--- src/rtl/param_counter.sv ---
// Parametrised up/down counter with modulus, parallel load, wrap-or-saturate
// behaviour, a one-cycle wrap pulse and a sticky overflow flag.
module param_counter #(
   parameter int unsigned WIDTH     = 8,
   parameter int unsigned MAX_COUNT = (2 ** WIDTH) - 1,
   parameter bit          SATURATE  = 1'b0
) (
   input  logic             clk,
   input  logic             reset,
   input  logic             enable,
   input  logic             up,
   input  logic             load,
   input  logic [WIDTH-1:0] load_value,
   input  logic             clear_ovf,
   output logic [WIDTH-1:0] counter_out,
   output logic             at_limit,
   output logic             wrapped,
   output logic             ovf_sticky
);

   localparam logic [WIDTH-1:0] MAX_V = WIDTH'(MAX_COUNT);

   logic [WIDTH-1:0] count_q, count_d;
   logic             wrapped_q, wrapped_d;
   logic             ovf_q, ovf_d;

   // Limit in the current direction; steps are bounded by this, never by overflow.
   always_comb begin
      at_limit = up ? (count_q == MAX_V) : (count_q == '0);
   end

   always_comb begin
      count_d   = count_q;
      wrapped_d = 1'b0;
      ovf_d     = ovf_q & ~clear_ovf;
      if (load) begin
         count_d = (load_value > MAX_V) ? MAX_V : load_value;
      end else if (enable) begin
         if (!at_limit) begin
            count_d = up ? (count_q + WIDTH'(1)) : (count_q - WIDTH'(1));
         end else if (SATURATE) begin
            ovf_d = 1'b1;
         end else begin
            count_d   = up ? '0 : MAX_V;
            wrapped_d = 1'b1;
            ovf_d     = 1'b1;
         end
      end
   end

   always_ff @(posedge clk) begin
      if (reset) begin
         count_q   <= '0;
         wrapped_q <= 1'b0;
         ovf_q     <= 1'b0;
      end else begin
         count_q   <= count_d;
         wrapped_q <= wrapped_d;
         ovf_q     <= ovf_d;
      end
   end

   assign counter_out = count_q;
   assign wrapped     = wrapped_q;
   assign ovf_sticky  = ovf_q;

endmodule

--- config.mk ---
export PLATFORM = sky130hd
export DESIGN_NAME = param_counter
export DESIGN_NICKNAME = d
export VERILOG_FILES = /design/src/rtl/param_counter.sv
export SDC_FILE = /design/constraint.sdc
export NUM_CORES = 1
export LEC_CHECK = 0
export BUFFER_PORTS_ARGS = -buffer_cell sky130_fd_sc_hd__buf_2
export CAP_MARGIN = 30
export CORE_MARGIN = 5
export CORE_UTILIZATION = 47
export CTS_BUF_LIST = sky130_fd_sc_hd__clkbuf_16
export CTS_CLUSTER_SIZE = 8
export DETAILED_ROUTE_END_ITERATION = 10
export HOLD_SLACK_MARGIN = 0.08
export PLACE_DENSITY = 0.73
export SLEW_MARGIN = 15
export SYNTH_ARGS = -nofsm -noshare
export SYNTH_HDL_FRONTEND = slang
export SYNTH_SLANG_ARGS = --single-unit
--- constraint.sdc ---
create_clock -name clk -period 2.55 [get_ports clk]
set_clock_uncertainty 0.2 [all_clocks]
set_input_delay 0.1275 -clock clk [delete_from_list [all_inputs] [get_ports clk]]
set_output_delay 0.1275 -clock clk [all_outputs]
set_load 0.01 [all_outputs]
# Yosys cells after proc, flatten, opt, wreduce, memory -nomap -nowiden

Index checks and enable logic that the tools add are counted.

Add/sub/neg operators: 2
Multipliers: 0
Divide/modulo/power cells: 0
Magnitude comparators: 1
Equality and inequality tests: 1
Shift operators: 0
Multiplexer cells: 11
Bitwise logic cells: 3
Reductions and logical operators: 3

Operator list:

| operator            | count |
|---|---|
| $mux 8              | 6 |
| $add 8x1->8 const B | 1 |
| $eq 8x8->1 const B  | 1 |
| $gt 8x8->1 const B  | 1 |
| $logic_not 8->1     | 1 |
| $sub 8x1->8 const B | 1 |
| $mux 1              | 5 |
| $reduce_or 3->1     | 1 |
| $not 1->1           | 2 |
| $reduce_bool 2->1   | 1 |
| $and 1x1->1         | 1 |

Flip-flop bits (word level): 10
Bits in latches: 0
RAM bits: 0
Bits in read-only memories: 0
Output and inout port bits: 11
Memories kept: 0

# Depth between registers and ports, before layout

Gate-level depths: netlist of the first run.

Word-level depth: 5
Depth in mapped cells: 7
Gate-level depth less buffers: 7

# Worst setup path after synthesis of the first run

Ideal clock, no wire load.

Path kind: register to register
From: register count_q[0] (netlist: counter_out[0])
To: register count_q[6] (netlist: counter_out[6])
Library setup time: 0.122 ns
Arrival: 1.705 ns
Path slack: 0.523 ns
Stages on the path, launching flop included: 7
Cells stage by stage: dfxtp_1 -> fa_1 -> a21o_1 -> a311o_1 -> a21oi_1 -> xor2_1 -> o21ai_0

Longest elaborated chain between the ends: 5
Elaborated cells on any way between the ends: 9

RTL lines:

| element                                   | RTL line | source |
|---|---|---|
| start: declaration                        | 23       | `logic [WIDTH-1:0] count_q, count_d;` |
| start signal: assignment                  | 57       | `count_q <= count_d;` |
| $sub 8x1->8, or another cell as far along | 40       | `count_d = up ? (count_q + WIDTH'(1)) : (count_q - WIDTH'(1));` |
| $mux 8 / $mux 1 (equally long branches)   | 40, 29   |  |
| $mux 8 *                                  | 39       | `if (!at_limit) begin` |
| $mux 8 *                                  | 38       | `end else if (enable) begin` |
| $mux 8 *                                  | 36       | `if (load) begin` |

Mark *: on every way between the ends. The rest lies on a longest branch, timed or not. The select of a mux whose other input is x is not followed.
A chain may end at the register's enable or synchronous reset.

# Worst setup path in the final report of the first run

From: register count_q[1] (netlist: counter_out[1])
To: register count_q[1] (netlist: counter_out[1])

Same word-level chain as after synthesis.

==> results of run 1 <==
logic make-up after synthesis:
family	count (synthesis)	share of synthesized area, %
flops	10	23.2
buf+inv	10	4.35
fa+ha+maj	7	11.0
compound gates	28	21.8
simple gates	48	32.4
xor+xnor	6	6.10
mux	1	1.16
path summary, 6_finish.rpt:
kind,from,end,slack (ns)
worst max-delay path,counter_out[1]$_SDFFE_PP0P_,counter_out[1]$_SDFFE_PP0P_,0.17
worst min-delay path,load_value[6],counter_out[6]$_SDFFE_PP0P_,0.12
worst max register to register,counter_out[1]$_SDFFE_PP0P_,counter_out[1]$_SDFFE_PP0P_,0.17
worst min register to register,ovf_sticky$_SDFF_PP0_,ovf_sticky$_SDFF_PP0_,0.28
stage by stage:
| stage | hold slack (ns) | cells | utilization, % |
|---|---|---|---|
| 3_3_place_gp | 0.154 | 155 | 57.8 |
| 6_report | 0.117 | 168 | 68.5 |
| 4_1_cts | 0.108 | 168 | 68.0 |
| 5_1_grt | 0.134 | 168 | 68.5 |
| 2_1_floorplan | 0.0702 | 110 | - |
| 3_5_place_dp | 0.178 | 155 | 57.8 |
metal layers:
layer	up-vias	global-route usage, %	wire, microns
li1	463	-	-
met1	429	21.7	980
met2	29	33.9	1250
met3	11	7.12	152
met4	0	10.6	48
met5	-	0	0
registers in the layout, summed over array words and instances, names as in the netlist:
signal	flops
wrapped	1
counter_out	8
ovf_sticky	1
critical path, cell delays in order, from the launching register on:
cell and delay (ns):
dfxtp_1 0.37, or4_4 0.61, o31ai_4 0.29, o21bai_1 0.15
a22oi_1 0.07, nor2_1 0.09, dlygate4sd3_1 0.54
where the power goes:
group / leakage [uW] / switching [uW] / internal [uW] / total (uW)
Sequential: 0.0000828 / 22.3 / 172 / 195
Combinational: 0.000444 / 119 / 106 / 225
Clock: 0.0000370 / 67.9 / 203 / 271
layout by cell type, fill, tap and decap left out, types with 3 or more instances in the layout:
cell | synthesis | final
ha_1 | 6 | 6
dfxtp_1 | 10 | 10
clkbuf_16 | 0 | 3
dlygate4sd3_1 | 0 | 10
xnor2_1 | 5 | 5
o21ai_0 | 3 | 3
buf_2 | 0 | 24
a21oi_1 | 10 | 10
inv_1 | 6 | 6
nor3_1 | 6 | 6
nand2_1 | 6 | 6
nor2_1 | 15 | 15
repair_timing:
action,4_1_cts,5_1_grt
endpoints found under the hold margin,8,0
endpoints found under the setup margin,0,1
hold buffers,10,0
resized for setup,0,1
layout make-up:
class / instances / area share (%)
clock buffers: 3 / 6.35
inverters: 6 / 1.90
multi-input cells: 90 / 53.5
flip-flops and latches: 10 / 16.9
well taps: 25 / 2.65
repair buffers: 34 / 18.6
==> impl_metrics.ini, run 1 <==
[logic_synthesis]
synth_top_area_share_pct = 23.2
synth_common_cells = nor2_1, a21oi_1, dfxtp_1
ys_warn_count = 0
synthCells = 110
synth.area.top_cells = dfxtp_1, ha_1, nor2_1, a21oi_1, xnor2_1
synth.distinct_cells = 42
syn_nets = 131
ys_ff_latch = 10
avgSynthCellArea_sq_um = 7.84
synth_edf_count = 0
synth_area_sq_um = 862
async_flop_share_pct = 0
ys_seq_area_share_pct = 23.2
yosys.area.top_type = dfxtp_1
synth-main-ff-cell = dfxtp_1
synth.most_common_cell = nor2_1

[timing]
tns_ns = 0
finalCritPeriodShare_pct = 93.4
rsz0062_at_grt = no
worst_slew_pin_slew_ns = 0.349
drv_slew = 0
hold_violations = 0
fmax_ghz = 0.420
finalSetupViolCount = 0
fin_crit_ns = 2.38
slew_headroom_pct = 76.6
fin_ws_ns = 0.168

[place]
gp_congestion = 0.811
dpl_cell_area_sq_um = 998
io_buffers = 24
pre_cts_ws_ns = 0.384
hpwlAfterDp_mm = 1.71

[clock_tree]
clk_latency_ns = 0.23
cts_setup_buffers = 0
h-tree-depth = 1
ctsRootBufferMaster = clkbuf_16
ctsLongestPathBuffers = 2
cts_tree = built
clk_pin_slew_ns = 0.04
cts-buffers-inserted = 3
clock-sinks = 10

[layout]
diodes = 0
fillCellCount = 156
syn2layout_area_growth_pct = 37.2
drive_gt1_share_pct = 25.9
multiInputGateArea_sq_um = 633
ff_latch_area_sq_um = 200
stdcell_area_sq_um = 1180
nets = 166

[detailed_routing]
drt_iter0_drc = 23
viasPerCell = 5.55
wl_per_cell_microns = 14.5
drc = 0
finalWirelength_mm = 2.43
antenna_left = 0
drt_first_pass_iters = 4
vias = 932

[critical_path]
critPathKind = reg2reg
critPathMaxFanout = 6
reg2reg_depth = 6
crit_arrival_ns = 2.36
critPathLaunchType = flop
cp-end-kind = flop
cp.required_ns = 2.53

[floorplanning]
fp-row-count = 15
die_h_microns = 52.8
die_area_sq_um = 2790
ios = 25
start_util_pct = 49.9
core_area_sq_um = 1730
die_w_microns = 52.8

[run]
maxCapViolations = 0

[power]
vdd_drop_max_mv = 0.548
finalPower_uw = 690
power.density_nw_per_um2 = 584
cellLeakagePower_uw = 0.000564

[global_route]
grt_pass1_vias = 910
grt_pass1_wl_mm = 3.97
overflow = 0
antenna_found_initial = 0
grt_max_degree = 19
gr-usage-all-layers_pct = 20.1

[outcome]
status = complete, no violations

[hold_path]
holdPathStages = 5
holdCritPathClass = in2reg
No activity file was read; power rests on OpenSTA's default activity.
==> run 2, diff against run 1 <==
Clock period 2.55 ns to 2.64 ns, I/O delays scaled along.
==> run 2 against run 1 <==
Effect of this change: wire length is 2.7% higher; total power shrank 2.5%; count of clock-buffer cells in the layout is the same; fmax fell by 3.1%; first-iteration DRC count fell by 8.7%; register-to-register slack barely moved; global-route usage increased by 1.1 points; sequential share of layout area about the same; clock power barely moved; non-clock buffer count grew 1; via count rose by 0.11%; critical endpoint unchanged; largest cell class unchanged; largest power group unchanged.
==> impl_metrics.ini, run 2 (synthesis gave the netlist of run 1 again) <==
[timing]
finalCritPeriodShare_pct = 93.1
hold_violations = 0
drv_slew = 0
rsz0062_at_grt = no
worst_slew_pin_slew_ns = 0.358
slew_headroom_pct = 76.0
tns_ns = 0
fin_crit_ns = 2.46
finalSetupViolCount = 0
fmax_ghz = 0.407

[power]
p_seq_share_pct = 28.0
p_int_uw = 466
vdd_drop_max_mv = 0.481
swShare_pct = 30.8
clkPwrFrac_pct = 40.0
power.density_nw_per_um2 = 568
cellLeakagePower_uw = 0.000567
finalPower_uw = 673
p_comb_share_pct = 32.0
p_switching_uw = 207

[floorplanning]
ios = 25
die_area_sq_um = 2790
core_area_sq_um = 1730
start_util_pct = 49.9
fp-row-count = 15
die_h_microns = 52.8
die_w_microns = 52.8

[global_route]
antenna_found_initial = 0
grt_max_degree = 19
grt_pass1_vias = 922
gr-usage-all-layers_pct = 21.2
overflow = 0
grt_pass1_wl_mm = 4.14

[layout]
drive_gt1_share_pct = 25.7
ff_latch_area_sq_um = 200
syn2layout_area_growth_pct = 37.3
stdcell_area_sq_um = 1180
diodes = 0
multiInputGateArea_sq_um = 624
largest_reg_flops = 8
layout.cells.non_filler = 169
final_common_cell = buf_2
nets = 167
final_cell_mix = buf_2, nor2_1, dlygate4sd3_1, a21oi_1, dfxtp_1
fillCellCount = 160

[critical_path]
critPathLaunchType = flop
cp.required_ns = 2.62
cp-end-kind = flop
crit_arrival_ns = 2.44
critPathKind = reg2reg
critPathMaxFanout = 6

[clock_tree]
cts-buffers-inserted = 3
post_cts_resized = 0
clk_pin_slew_ns = 0.04
ctsRootBufferMaster = clkbuf_16
clock-sinks = 10
cts_tree = built
h-tree-depth = 1
clk_latency_ns = 0.24
ctsLongestPathBuffers = 2

[detailed_routing]
drc = 0
drt_iter0_drc = 21
top_layer = met4
wl_met2_mm = 1.23
route.met3.wl_microns = 164
vias = 933
drt_first_pass_iters = 5
met1_length_mm = 1.02
antenna_left = 0
viasPerCell = 5.52
finalWirelength_mm = 2.50
wl_per_cell_microns = 14.8

[hold_path]
holdCritPathClass = in2reg

[place]
dpl_cell_area_sq_um = 998
hpwlAfterDp_mm = 1.74
dp.cells = 155
gp_congestion = 0.810
io_buffers = 24

[outcome]
status = complete, no violations

[run]
maxCapViolations = 0
run 2: cell type report:
type / count / area share (%)
sequential: 10 / 16.9
timing repair buffer: 35 / 19.5
inverter: 6 / 1.90
tap: 25 / 2.64
multi-input combinational: 90 / 52.7
clock buffer: 3 / 6.34
run 2: path summary, 6_finish.rpt:
check	start	endpoint	slack [ns]	cells past startpoint
min	load_value[6]	counter_out[6]$_SDFFE_PP0P_	0.12	5
max	counter_out[1]$_SDFFE_PP0P_	counter_out[1]$_SDFFE_PP0P_	0.18	6
max reg2reg	counter_out[1]$_SDFFE_PP0P_	counter_out[1]$_SDFFE_PP0P_	0.18	6
min reg2reg	ovf_sticky$_SDFF_PP0_	ovf_sticky$_SDFF_PP0_	0.28	2
run 2: routing by layer:
metal | track usage (%) | up-vias
met2 | 37.8 | 40
met3 | 7.12 | 10
met5 | 0 | -
li1 | - | 466
met4 | 9.36 | 0
met1 | 22.1 | 417
run 2: worst max-delay path: stages (launching register included):
cell           delay, ns
dfxtp_1             0.37
or4_4               0.60
o31ai_2             0.35
o21bai_1            0.17
a22oi_1             0.08
nor2_1              0.09
dlygate4sd3_1       0.55
run 2: what timing repair did:
item | CTS | global route
hold buffers | 11 | 0
hold endpoints to repair | 8 | 0
setup buffers | 0 | 0
run 2: stage by stage:
stage | setup slack [ns] | hold WS (ns) | utilization [%]
floorplan | 0.613 | 0.0747 | -
global placement | 0.507 | 0.158 | 57.8
detailed placement | 0.438 | 0.170 | 57.8
CTS | 0.196 | 0.119 | 68.6
global route | 0.0631 | 0.155 | 68.6
finish | 0.181 | 0.117 | 68.6
run 2: power groups by stage:
| stage | clock (uW) | combinational (uW) | sequential [uW] |
|---|---|---|---|
| 2_1_floorplan | 0 | 140 | 192 |
| 3_3_place_gp | 0 | 190 | 190 |
| 3_5_place_dp | 0 | 198 | 190 |
| 4_1_cts | 273 | 213 | 188 |
| 5_1_grt | 283 | 240 | 192 |
| 6_report | 269 | 215 | 189 |
==> run 3, diff against run 2 <==
Settings changed: ABC_AREA set to 1, PLACE_DENSITY 0.73 to 0.74, SETUP_SLACK_MARGIN set to 0.15.
==> run 3 against run 2 <==
Effect of this change: design area fell by 4.0%; largest power group unchanged; cell count increased by 1.8%; worst setup slack better by 0.19 ns; global-route usage fell by 2.2 points; synthesized cell count up 5.5%; core utilization increased by 4.3 points; via count grew 0.32%; fmax rose by 8.3%; count of clock-buffer cells in the layout stayed put; hold slack better by 0.010 ns; first-iteration DRC count is 67% higher.
==> impl_metrics.ini, run 3 <==
[timing]
finalCritPeriodShare_pct = 86.0
hold_violations = 0
rsz0062_at_grt = no
fmax_ghz = 0.441
tns_ns = 0
fin_crit_ns = 2.27
worst_slew_pin_slew_ns = 0.269
finalSetupViolCount = 0
drv_slew = 0
slew_headroom_pct = 82.1

[clock_tree]
ctsRootBufferMaster = clkbuf_16
h-tree-depth = 1
clock-sinks = 10
post_cts_resized = 0
cts-buffers-inserted = 3
cts_tree = built
clk_latency_ns = 0.24
cts_setup_buffers = 0
clk_pin_slew_ns = 0.04
ctsLongestPathBuffers = 2

[layout]
nets = 178
fillCellCount = 115
stdcell_area_sq_um = 1140
utilization_pct = 72.9
largest_reg_flops = 8
layout.cells.non_filler = 172
syn2layout_area_growth_pct = 42.5
drive_gt1_share_pct = 25.0
diodes = 0
final_common_cell = nand2_1
final_cell_mix = nand2_1, buf_2, inv_1, dlygate4sd3_1, nor2_1

[run]
maxCapViolations = 0

[logic_synthesis]
synth_edf_count = 0
ys_seq_area_share_pct = 25.1
synth.area.top_cells = dfxtp_1, nand2_1, ha_1, inv_1, a21oi_1
syn_nets = 137
synth_area_sq_um = 797
synth_common_cells = nand2_1, inv_1, nor2_1, a21oi_1, dfxtp_1
synth-main-ff-cell = dfxtp_1
synth.most_common_cell = nand2_1
avgSynthCellArea_sq_um = 6.87
synthCells = 116
yosys.area.top_type = dfxtp_1
ys_ff_latch = 10
synth_top_area_share_pct = 25.1
ys_warn_count = 0
async_flop_share_pct = 0
synth.distinct_cells = 24

[critical_path]
crit_arrival_ns = 2.25
cp-end-kind = flop
reg2reg_slack_ns = 0.37
critPathMaxFanout = 5
reg2reg_to = counter_out[5]$_SDFFE_PP0P_
reg2reg_depth = 9
r2r_start = counter_out[4]$_SDFFE_PP0P_
critPathKind = reg2reg
cp.required_ns = 2.62
startpoint = counter_out[4]$_SDFFE_PP0P_
critPathLaunchType = flop
endpoint = counter_out[5]$_SDFFE_PP0P_

[hold_path]
holdCritPathClass = in2reg

[detailed_routing]
wl_per_cell_microns = 13.0
drt_iter0_drc = 35
drt_first_pass_iters = 4
drc = 0
antenna_left = 0
finalWirelength_mm = 2.24
vias = 936
viasPerCell = 5.44

[global_route]
antenna_found_initial = 0
grt_pass1_vias = 801
grt_pass1_wl_mm = 3.70
gr-usage-all-layers_pct = 18.9
overflow = 0
grt_max_degree = 10

[floorplanning]
die_h_microns = 51.2
fp-row-count = 14
ios = 25
start_util_pct = 51.1
core_area_sq_um = 1560
die_area_sq_um = 2620
die_w_microns = 51.2

[power]
power.density_nw_per_um2 = 568
vdd_drop_max_mv = 0.610
cellLeakagePower_uw = 0.000620

[place]
hpwlAfterDp_mm = 1.66
gp_congestion = 0.863
io_buffers = 24
dpl_cell_area_sq_um = 937
dp.cells = 156

[outcome]
status = complete, no violations
==> run 3: cell count changes after synthesis, moves of 3 or more <==
| cell | previous run | this run |
|---|---|---|
| clkbuf_1 | 3 | 0 |
| xnor2_1 | 5 | 1 |
| o221ai_1 | 0 | 5 |
| nand2_1 | 6 | 26 |
| nor2_1 | 15 | 11 |
| nand3_2 | 0 | 3 |
| nor2_2 | 1 | 4 |
| inv_1 | 6 | 14 |
| nor3_1 | 6 | 0 |
==> run 3: stage by stage <==
step	setup slack, ns	hold slack (ns)	power, uW
after floorplan	1.00	0.00107	308
after global placement	0.891	0.106	358
after detailed placement	0.828	0.107	362
after CTS	0.391	0.119	645
after global routing	0.255	0.162	683
final	0.370	0.128	645
==> run 3: report_power, final <==
part | internal (uW) | switching, uW
sequential | 165 | 19.3
clock | 199 | 72.6
combinational | 85.9 | 104
total | 449 | 196
==> run 3: worst min path at each step <==
stage	from	end	slack [ns]	depth (start not counted)
floorplan	reset	counter_out[5]$_SDFFE_PP0P_	0.001	1
global placement	reset	counter_out[5]$_SDFFE_PP0P_	0.11	2
detailed placement	reset	counter_out[5]$_SDFFE_PP0P_	0.11	2
CTS	load	counter_out[4]$_SDFFE_PP0P_	0.12	5
global route	load	counter_out[4]$_SDFFE_PP0P_	0.16	5
finish	load	counter_out[4]$_SDFFE_PP0P_	0.13	5
==> run 3: worst max-delay path, cell delays in order, from the launching register on <==
cell	delay [ns]
dfxtp_1	0.42
ha_1	0.32
a21oi_1	0.27
nand2_1	0.08
nand2_1	0.06
nand3_1	0.08
nand2_1	0.07
nand2_1	0.05
a21oi_1	0.11
dlygate4sd3_1	0.55
==> run 3: layout make-up <==
cell class,instances,area [sq um],area share (%)
timing repair buffer,36,240,21.1
multi-input combinational,89,533,46.9
inverter,17,63.8,5.62
sequential,10,200,17.6
clock inverter,1,3.75,0.330
tap,16,20.0,1.76
clock buffer,3,75.1,6.61
==> run 3: per-layer routing <==
metal | vias up | wire length, microns | GRT usage [%]
met2 | 33 | 1100 | 30.7
met5 | - | 0 | 0
met1 | 427 | 949 | 23.1
met4 | 0 | 54 | 7.17
li1 | 468 | - | -
met3 | 8 | 142 | 6.40
==> run 3: cells by family (layout without fill, tap and decap cells) <==
logic type	after synthesis	count (layout)	share of synthesized area, %
AND/OR/NAND/NOR	53	53	31.9
AO/OA/AOI/OAI	26	26	19.8
buffers and inverters	17	57	8.01
flip-flops	10	10	25.1
adder cells (fa/ha/maj)	7	7	11.9
XOR/XNOR	3	3	3.30
==> run 3: timing repair <==
item / 4_1_cts / 5_1_grt
endpoints found under the setup margin: 0 / 0
hold endpoints to repair: 10 / 0
hold buffers: 12 / 0
